===== src/rtl/sample_mixer_pkg.sv =====
// Shared audio definitions: sample widths and mixer FSM state encoding.
package sample_mixer_pkg;

  localparam int SAMPLE_W = 16;
  localparam int SUM_W    = 18;

  typedef enum logic [1:0] {
    ST_COLLECT = 2'd0,
    ST_SUM     = 2'd1,
    ST_OUTPUT  = 2'd2
  } mix_state_e;

endpackage


===== src/rtl/sample_mixer_sat16.sv =====
// Saturates an 18-bit signed value into the 16-bit sample range and flags clipping.
module sat16
  import sample_mixer_pkg::*;
(
  input  logic signed [SUM_W-1:0]    din,
  output logic signed [SAMPLE_W-1:0] dout,
  output logic                       clip
);

  localparam logic signed [SUM_W-1:0] MAX_V = 18'sd32767;
  localparam logic signed [SUM_W-1:0] MIN_V = -18'sd32768;

  // Returns {clip, value}.
  function automatic logic [SAMPLE_W:0] sat(input logic signed [SUM_W-1:0] x);
    if (x > MAX_V)      return {1'b1, 16'h7FFF};
    else if (x < MIN_V) return {1'b1, 16'h8000};
    else                return {1'b0, x[SAMPLE_W-1:0]};
  endfunction

  // Pure combinational clamp.
  always_comb begin
    {clip, dout} = sat(din);
  end

endmodule


===== src/rtl/sample_mixer.sv =====
// Voice mixer: collects one sample per enabled voice, sums, attenuates,
// saturates and holds the result until the codec accepts it.
module sample_mixer
  import sample_mixer_pkg::*;
#(
  parameter int NVOICES = 3,
  parameter int TIMEOUT = 1023
) (
  input  logic                        clk,
  input  logic                        reset,
  input  logic [SAMPLE_W*NVOICES-1:0] voice_sample,
  input  logic [NVOICES-1:0]          voice_valid,
  input  logic [NVOICES-1:0]          voice_enable,
  input  logic [2:0]                  volume_shift,
  input  logic                        codec_ready,
  output logic [SAMPLE_W-1:0]         sample_out,
  output logic                        sample_valid,
  output logic                        clip,
  output logic                        dropped
);

  localparam int TMR_W = $clog2(TIMEOUT + 1);

  mix_state_e state_q, state_d;

  logic [NVOICES-1:0][SAMPLE_W-1:0] cap_q;
  logic [NVOICES-1:0]               captured_q, captured_d, cap_en;
  logic [TMR_W-1:0]                 tmr_q;
  logic                             tmr_run_q;

  logic in_collect, in_sum, in_output;
  logic all_in, timed_out, go_sum, accept, drop_any;

  logic signed [SUM_W-1:0]    sum_p0, shifted_p0, ext_p0;
  logic signed [SAMPLE_W-1:0] sat_out_p0;
  logic                       sat_clip_p0;

  // Frame completion: every enabled voice in, or the timeout expired with something captured.
  assign all_in    = (|voice_enable) && ((captured_q & voice_enable) == voice_enable);
  assign timed_out = tmr_run_q && (tmr_q == TMR_W'(TIMEOUT)) && (|(captured_q & voice_enable));
  assign go_sum    = all_in || timed_out;
  assign accept    = in_output && codec_ready;

  // State register.
  always_ff @(posedge clk or posedge reset) begin
    if (reset) state_q <= ST_COLLECT;
    else       state_q <= state_d;
  end

  // Next-state logic.
  always_comb begin
    state_d = state_q;
    case (state_q)
      ST_COLLECT: if (go_sum) state_d = ST_SUM;
      ST_SUM:     state_d = ST_OUTPUT;
      ST_OUTPUT:  if (codec_ready) state_d = ST_COLLECT;
      default:    state_d = ST_COLLECT;
    endcase
  end

  // State decode.
  always_comb begin
    in_collect = (state_q == ST_COLLECT);
    in_sum     = (state_q == ST_SUM);
    in_output  = (state_q == ST_OUTPUT);
  end

  assign sample_valid = in_output;

  // Per-voice capture/drop decisions; a disabled voice loses its pending capture.
  always_comb begin
    cap_en     = '0;
    drop_any   = 1'b0;
    captured_d = captured_q;
    for (int i = 0; i < NVOICES; i++) begin
      if (in_collect && !voice_enable[i]) begin
        captured_d[i] = 1'b0;
      end else if (voice_valid[i] && voice_enable[i]) begin
        if (in_collect && !go_sum && !captured_q[i]) begin
          cap_en[i]     = 1'b1;
          captured_d[i] = 1'b1;
        end else begin
          drop_any = 1'b1;
        end
      end
    end
    if (accept) captured_d = '0;
  end

  // Capture registers and captured flags.
  always_ff @(posedge clk or posedge reset) begin
    if (reset) begin
      cap_q      <= '0;
      captured_q <= '0;
    end else begin
      captured_q <= captured_d;
      for (int i = 0; i < NVOICES; i++) begin
        if (cap_en[i]) cap_q[i] <= voice_sample[i*SAMPLE_W +: SAMPLE_W];
      end
    end
  end

  // Frame timeout counter: starts on the first capture, saturates at TIMEOUT.
  always_ff @(posedge clk or posedge reset) begin
    if (reset) begin
      tmr_q     <= '0;
      tmr_run_q <= 1'b0;
    end else if (accept) begin
      tmr_q     <= '0;
      tmr_run_q <= 1'b0;
    end else if (!tmr_run_q && (|cap_en)) begin
      tmr_q     <= '0;
      tmr_run_q <= 1'b1;
    end else if (tmr_run_q && (tmr_q != TMR_W'(TIMEOUT))) begin
      tmr_q <= tmr_q + TMR_W'(1);
    end
  end

  // Stage p0: sum of captured enabled voices, then arithmetic attenuation.
  always_comb begin
    sum_p0 = '0;
    ext_p0 = '0;
    for (int i = 0; i < NVOICES; i++) begin
      ext_p0 = {{(SUM_W-SAMPLE_W){cap_q[i][SAMPLE_W-1]}}, cap_q[i]};
      if (captured_q[i] && voice_enable[i]) sum_p0 = sum_p0 + ext_p0;
    end
    shifted_p0 = sum_p0 >>> volume_shift;
  end

  sat16 u_sat16 (
    .din  (shifted_p0),
    .dout (sat_out_p0),
    .clip (sat_clip_p0)
  );

  // Output hold registers: loaded in SUM, clip cleared on acceptance.
  always_ff @(posedge clk or posedge reset) begin
    if (reset) begin
      sample_out <= '0;
      clip       <= 1'b0;
    end else if (in_sum) begin
      sample_out <= sat_out_p0;
      clip       <= sat_clip_p0;
    end else if (accept) begin
      clip <= 1'b0;
    end
  end

  // Sticky discarded-pulse flag.
  always_ff @(posedge clk or posedge reset) begin
    if (reset)         dropped <= 1'b0;
    else if (drop_any) dropped <= 1'b1;
  end

endmodule

===== config.mk =====
export PLATFORM = sky130hd
export DESIGN_NAME = sample_mixer
export DESIGN_NICKNAME = d
export VERILOG_FILES = /design/src/rtl/sample_mixer_pkg.sv /design/src/rtl/sample_mixer_sat16.sv /design/src/rtl/sample_mixer.sv
export SDC_FILE = /design/constraint.sdc
export NUM_CORES = 1
export LEC_CHECK = 0
export BUFFER_PORTS_ARGS = -buffer_cell sky130_fd_sc_hd__buf_2
export CAP_MARGIN = 5
export CORE_ASPECT_RATIO = 0.5
export CORE_MARGIN = 2
export CORE_UTILIZATION = 57
export CTS_CLUSTER_SIZE = 10
export DETAILED_ROUTE_END_ITERATION = 8
export GPL_TIMING_DRIVEN = 0
export MAX_ROUTING_LAYER = met4
export PLACE_DENSITY = 0.77
export SYNTH_ARGS = -nofsm -noshare
export SYNTH_HDL_FRONTEND = slang
export SYNTH_SLANG_ARGS = --single-unit

===== constraint.sdc =====
create_clock -name clk -period 7.6 [get_ports clk]
set_clock_uncertainty 0.2 [all_clocks]
set_input_delay 1.14 -clock clk [delete_from_list [all_inputs] [get_ports clk]]
set_output_delay 1.14 -clock clk [all_outputs]
set_load 0.005 [all_outputs]

==> metrics.yaml, run 1 <==
status: "finished, final reports clean"
io_pins: 79
ys_async_sr_fraction: 1.000
min_period_over_period: 0.9295
synthFlopType: "dfrtp_1"
cp-start-kind: "primary input"
netlist_area_mm2: 0.006935
grtUsageTotal: 0.3264
antenna_left: 0
cts_root_buf: "clkbuf_16"
slew_headroom: 0.2930
grt_pass1_vias: 6097
synthesis.nets: 904
io_buffers: 77
critPathTopFamily: "simple AND/OR/NAND/NOR gates"
final-instance-count-excl-fill: 1068
p_leak_nw: 3.477
core_mm2: 0.01184
final_cell_mix: "nand2_1, buf_2, dfrtp_1, nor2_1, a21oi_1"
slowest_stage: "fa_1"
drt-total-wl_um: 20640
wl_per_cell_um: 19.33
final_area_mm2: 0.007870
synth-edff-count: 0
dpl-instance-area_mm2: 0.007550
ys_seq_area_frac: 0.2959
vias_per_cell: 6.360
cts-buffers-inserted: 9
slew_viol_final: 0
holdCritPathClass: "flop to flop"
fp-row-count: 28
irDropWorstVdd_v: 0.0002046
postCtsSetupRepairBufs: 0
p_per_area_mw_per_mm2: 394.1
cts.sinks: 82
crit_fanout: 10
syn_avg_cell_area_um2: 8.562
antenna_cells: 0
htreeDepth: 3
rsz0062_at_grt: "no"
tritoncts: "yes"
clkTransAtPathRegs_ns: 0.06
fin_setup_tns_ns: 0
die_h_um: 82
start_util: 0.5857
cp.required_ns: 7.67
dp_hpwl_um: 16210
antenna_found_initial: 0
cp.arrival_ns: 7.13
cp.buffers_inverters: 5
finalHoldViolCount: 0
synth_seq_cells: 82
route.detailed.drc: 0
yosysWarnings: 0
fp.dieArea_mm2: 0.01312
worst-setup-path-type: "primary input to flop"
place.gp.congestion: 0.9875
layout_min_cycle_time_ns: 7.065
grt_pass1_wl_um: 32330
grt_max_degree: 45
fmax_mhz: 141.6
clk_latency_ns: 0.34
area_growth_pct: 13.48
setup_violations: 0
synth_cell_types: 84
holdBufCountCts: 0
gr-total-overflow: 0
dp_cells: 1053
hold_ws_ns: 0.2811
clockBufferDepth: 2
tightest_slew_ns: 1.047
end_kind: "flop"
slowest_delay_ns: 0.40
cap_violations: 0
synthCells: 810
final_nets: 993
drive_gt1_frac: 0.2027
drt_first_iter_violations: 510
route.vias.total: 6793
die_w_um: 160.0
first_pass_iters: 5
power by group:
group	total (mW)	internal, mW	switching [mW]
registers	0.788	0.637	0.152
clock network	0.470	0.286	0.184
logic	1.84	0.756	1.09
cells in the mapped netlist (all sizes together) (5+ instances only):
| cell type | number | area (um^2) |
|---|---|---|
| nor3 | 18 | 95.09 |
| nand4 | 11 | 75.07 |
| nor2b | 6 | 37.54 |
| dfrtp | 82 | 2052 |
| buf | 16 | 92.58 |
| nand3 | 26 | 130.1 |
| a211oi | 12 | 95.09 |
| clkbuf | 27 | 101.4 |
| o21a | 6 | 45.04 |
| o21bai | 7 | 52.55 |
| nand2 | 85 | 319.1 |
| or3 | 7 | 43.79 |
| o211ai | 23 | 186.4 |
| a221oi | 6 | 58.80 |
| a22oi | 7 | 52.55 |
| o211a | 5 | 50.05 |
| ha | 32 | 400.4 |
| nor2 | 57 | 214.0 |
| mux2 | 49 | 551.8 |
| a31oi | 11 | 75.07 |
| o21ai | 52 | 264.0 |
| xnor2 | 18 | 157.7 |
| and3 | 28 | 176.4 |
| inv | 24 | 90.09 |
| a21o | 15 | 112.6 |
| mux2i | 13 | 130.1 |
| a21oi | 56 | 284.0 |
| and2 | 9 | 57.56 |
| xor2 | 8 | 70.07 |
| nand2b | 14 | 87.58 |
metrics by stage:
step / worst slack, ns / power, mW / utilization
5_1_grt: 0.07987 / 3.331 / 0.6646
4_1_cts: 0.4588 / 3.063 / 0.6637
6_report: 0.5355 / 3.101 / 0.6646
3_3_place_gp: 0.2948 / 2.537 / 0.6357
2_1_floorplan: 1.294 / 2.104 / -
3_5_place_dp: 0.1573 / 2.582 / 0.6376
tightest hold or removal path: cells and delay by family (launching register included):
| kind | cells | cell delay [ns] |
|---|---|---|
| flip-flops | 1 | 0.34 |
| AND/OR/NAND/NOR | 1 | 0.05 |
| AO/OA/AOI/OAI | 1 | 0.06 |
layout make-up:
class                      instances  area, um^2
multi-input combinational        660        4607
timing repair buffer              78       405.4
clock inverter                     5       80.08
clock buffer                      10       229.0
tap                              165       206.4
inverter                          25       96.34
fill                            1035        3971
sequential                        82        2052
buffer                            43       193.9
sequential cells by signal (all words and copies together) (netlist names):
| register | count |
|---|---|
| cap_q | 48 |
| captured_q | 3 |
| clip | 1 |
| dropped | 1 |
| sample_out | 16 |
| state_q | 2 |
| tmr_q | 10 |
| tmr_run_q | 1 |
logic make-up after synthesis:
| family | share of synthesized area |
|---|---|
| AND/OR/NAND/NOR | 0.2035 |
| buffers and inverters | 0.04149 |
| XOR/XNOR | 0.03283 |
| adder cells (fa/ha/maj) | 0.06495 |
| AO/OA/AOI/OAI | 0.2533 |
| multiplexers | 0.1081 |
| flip-flops | 0.2959 |
metal layers:
layer	share of wire	track usage	vias up
li1	-	-	3223
met1	0.49	0.4668	3241
met2	0.42	0.4840	301
met3	0.080	0.06212	28
met4	0.013	0.06486	0
met5	0	-	-
final timing paths:
check                      slack, ns  depth (start not counted)                         end                        from
min in group asynchronous       0.64                          2        cap_q[8]$_DFFE_PP0P_                       reset
min reg2reg                     0.28                          2  sample_out[15]$_DFFE_PP0P_  sample_out[15]$_DFFE_PP0P_
max reg2reg                     1.01                         25  sample_out[10]$_DFFE_PP0P_   captured_q[0]$_DFFE_PP0P_
min                             0.28                          2  sample_out[15]$_DFFE_PP0P_  sample_out[15]$_DFFE_PP0P_
max                             0.54                         26  sample_out[10]$_DFFE_PP0P_             voice_enable[0]
max in group asynchronous       5.94                          3   sample_out[9]$_DFFE_PP0P_                       reset
what timing repair did:
action,in CTS,in global routing
resized for setup,0,2
endpoints found under the setup margin,0,11
hold endpoints to repair,0,0
Power figures use the tool's default switching activity.
==> inputs of run 2 (changes only) <==
--- a/config.mk
+++ b/config.mk
@@ -17,4 +17,5 @@
 export PLACE_DENSITY = 0.77
 export SYNTH_ARGS = -nofsm -noshare
 export SYNTH_HDL_FRONTEND = slang
+export SYNTH_HIERARCHICAL = 1
 export SYNTH_SLANG_ARGS = --single-unit
==> constraint.sdc (replaced) <==
create_clock -name clk -period 7.6 [get_ports clk]
set_clock_uncertainty 0.2 [all_clocks]
set_input_delay 1.14 -clock clk [delete_from_list [all_inputs] [get_ports clk]]
set_output_delay 1.14 -clock clk [all_outputs]
set_load 0.05 [all_outputs]
==> metrics.yaml, run 2 <==
drt-total-wl_um: 19770  # -4.2%
route.vias.total: 6601  # -2.8%
largest_reg_flops: 48  # unchanged
cp.buffers_inverters: 5  # unchanged
synthCells: 794  # -2.0%
die_h_um: 83.56  # +1.9%
grt_pass1_wl_um: 32150  # -0.55%
grtUsageTotal: 0.3047  # -0.02177
slowest_delay_ns: 0.43  # +0.03 ns
p_leak_nw: 3.704  # +6.5%
layout_commonest_cell: "buf_2"
finalHoldViolCount: 0  # unchanged
final_area_mm2: 0.008128  # +3.3%
fillers: 1000  # -3.4%
place.gp.congestion: 0.9593  # -2.9%
fin_setup_tns_ns: 0  # unchanged
clockBufferDepth: 2  # unchanged
reg.largest.list: "cap_q x48, sample_out x16, tmr_q x10"
synth_seq_cells: 82  # unchanged
cts_resized: 0  # unchanged
p_per_area_mw_per_mm2: 412.6  # +4.7%
slew_headroom: 0.4650  # +0.1720
worstHoldPathCells: 1  # -1
drive_gt1_frac: 0.2799  # +0.07725
power.share.clock: 0.138  # -0.014
vias_per_cell: 6.281  # -1.3%
syn_avg_cell_area_um2: 9.088  # +6.1%
crit_fanout: 12  # +2
netlist_top_cells_area: "dfrtp_1, mux2_2, ha_1"
synth.largest_area_cell: "dfrtp_1"
postCtsSetupRepairBufs: 0  # unchanged
holdCritPathClass: "flop to flop"
hold_ws_ns: 0.3031  # +0.02193 ns
io_buffers: 75  # -2.6%
final-instance-count-excl-fill: 1051  # -1.6%
synth-edff-count: 0  # unchanged
worst-setup-path-type: "primary input to flop"
p_comb_frac: 0.632  # +0.038
antenna_cells: 0  # unchanged
area_growth_pct: 12.64
fmax_mhz: 144.6  # +2.1%
die_w_um: 163.1  # +2.0%
io_pins: 79  # unchanged
rr_endpoint: "sample_out[11]$_DFFE_PP0P_"
rsz0062_at_grt: "no"
min_to: "sample_out[13]$_DFFE_PP0P_"
ys_async_sr_fraction: 1.000  # unchanged
cts-buffers-inserted: 9  # unchanged
seq_power_share: 0.230  # -0.024
drt_first_iter_violations: 633  # +24%
switching_share: 0.4807  # +0.02197
antenna_found_initial: 0  # unchanged
ys_seq_area_frac: 0.2844  # -0.01149
clk_latency_ns: 0.36  # +0.02 ns
reg2reg_from: "captured_q[0]$_DFFE_PP0P_"
grt_max_degree: 67  # +49%
cp-start-kind: "primary input"
synth_cell_types: 93  # +11%
holdBufCountCts: 0  # unchanged
antenna_left: 0  # unchanged
tritoncts: "yes"
core_mm2: 0.01209  # +2.1%
regMostFlops: "cap_q"
p_int_mw: 1.742  # +3.7%
cp.arrival_ns: 6.96  # -0.17 ns
status: "finished, final reports clean"
netlist_area_mm2: 0.007216  # +4.0%
cap_violations: 0  # unchanged
end_kind: "flop"
min_period_over_period: 0.9103  # -0.01928
grt_pass1_vias: 6254  # +2.6%
start_util: 0.5970  # +0.01130
tightest_slew_ns: 0.8025  # -0.2443 ns
synthesis.nets: 885  # -2.1%
rrSetupSlack_ns: 1.19  # +0.18 ns
yosysWarnings: 6  # +6
first_pass_iters: 5  # unchanged
fp-row-count: 28  # unchanged
cp.required_ns: 7.64  # -0.03 ns
cts.sinks: 82  # unchanged
dp_hpwl_um: 15210  # -6.2%
slew_viol_final: 0  # unchanged
wl_per_cell_um: 18.81  # -2.7%
netlist.area_leader.share: 0.2844  # -0.01149
clkTransAtPathRegs_ns: 0.06  # about the same
layout_min_cycle_time_ns: 6.918  # -0.1465 ns
yosysMostFrequentCell: "dfrtp_1"
cts_root_buf: "clkbuf_16"
worstHoldStart: "sample_out[13]$_DFFE_PP0P_"
slowest_stage: "a221o_2"
ff2ff_path_depth: 27  # +8.0%
final_nets: 972  # -2.1%
p_switching_mw: 1.612  # +13%
htreeDepth: 3  # unchanged
route.detailed.drc: 0  # unchanged
setup_violations: 0  # unchanged
synthFlopType: "dfrtp_1"
gr-total-overflow: 0  # unchanged
critPathTopFamily: "compound AO/OA/AOI/OAI gates"
fp.dieArea_mm2: 0.01363  # +3.9%
dp_cells: 1035  # -1.7%
fin_util: 0.6725  # +0.007840
dpl-instance-area_mm2: 0.007828  # +3.7%
final_cell_mix: "buf_2, dfrtp_1, nor2_1, mux2_2, nand2_1"
irDropWorstVdd_v: 0.0002386  # +17%
synthTopCellsByCount: "dfrtp_1, nor2_1, mux2_2"
[run 2: cell count changes after synthesis, sizes merged, moves of 16 or more]
cell	before	now
a21oi	56	40
mux2	49	68
nand2	85	69
nor2	57	82
o21ai	52	32
o22ai	4	20
[run 2: power groups by stage]
| stage | Clock (mW) | Combinational, mW | Sequential (mW) |
|---|---|---|---|
| final | 0.463 | 2.12 | 0.771 |
| after global routing | 0.486 | 2.30 | 0.798 |
| after CTS | 0.465 | 2.08 | 0.771 |
| after detailed placement | 0 | 2.06 | 0.778 |
| after global placement | 0 | 2.01 | 0.770 |
| after floorplan | 0 | 1.49 | 0.893 |
[run 2: cell type report]
type	instances	area, um^2	area share
multi-input cells	641	4818	0.5928
flip-flops and latches	82	2052	0.2525
repair buffers	76	402.9	0.04957
plain buffers	50	266.5	0.03279
clock buffers	9	225.2	0.02771
well taps	165	206.4	0.02540
inverters	21	81.33	0.01001
clock inverters	7	75.07	0.009236
[run 2: how the worst max path moves through the flow]
stage          slack, ns            start  depth (start not counted)                         end
5_1_grt             0.26  voice_enable[0]                         27  sample_out[11]$_DFFE_PP0P_
4_1_cts             0.77  voice_enable[0]                         27  sample_out[11]$_DFFE_PP0P_
3_5_place_dp        0.42  voice_enable[0]                         27  sample_out[11]$_DFFE_PP0P_
2_1_floorplan       1.46  voice_enable[0]                         28  sample_out[11]$_DFFE_PP0P_
3_3_place_gp        0.49  voice_enable[0]                         25  sample_out[11]$_DFFE_PP0P_
6_report            0.68  voice_enable[0]                         27  sample_out[11]$_DFFE_PP0P_
[run 2: routing by layer]
| metal | GRT usage | vias up | wire (um) |
|---|---|---|---|
| met3 | 0.04670 | 30 | 1224 |
| met4 | 0.06597 | 0 | 319 |
| met2 | 0.4430 | 258 | 8484 |
| met5 | - | - | 0 |
| li1 | - | 3123 | - |
| met1 | 0.4471 | 3190 | 9738 |
[run 2: metrics by stage]
stage	power [mW]	setup WS, ns
3_3_place_gp	2.780	0.4859
3_5_place_dp	2.843	0.4249
6_report	3.354	0.6820
4_1_cts	3.320	0.7738
5_1_grt	3.579	0.2578
2_1_floorplan	2.383	1.460
[run 2: cell families (layout without fill, tap and decap cells)]
family          after synthesis  after routing  share of synthesized area
compound gates              233            233                     0.2572
xor+xnor                     37             37                    0.04595
fa+ha+maj                    32             32                    0.05740
buf+inv                      71            163                    0.04786
flops                        82             82                     0.2844
mux                          84             84                     0.1335
simple gates                255            255                     0.1737
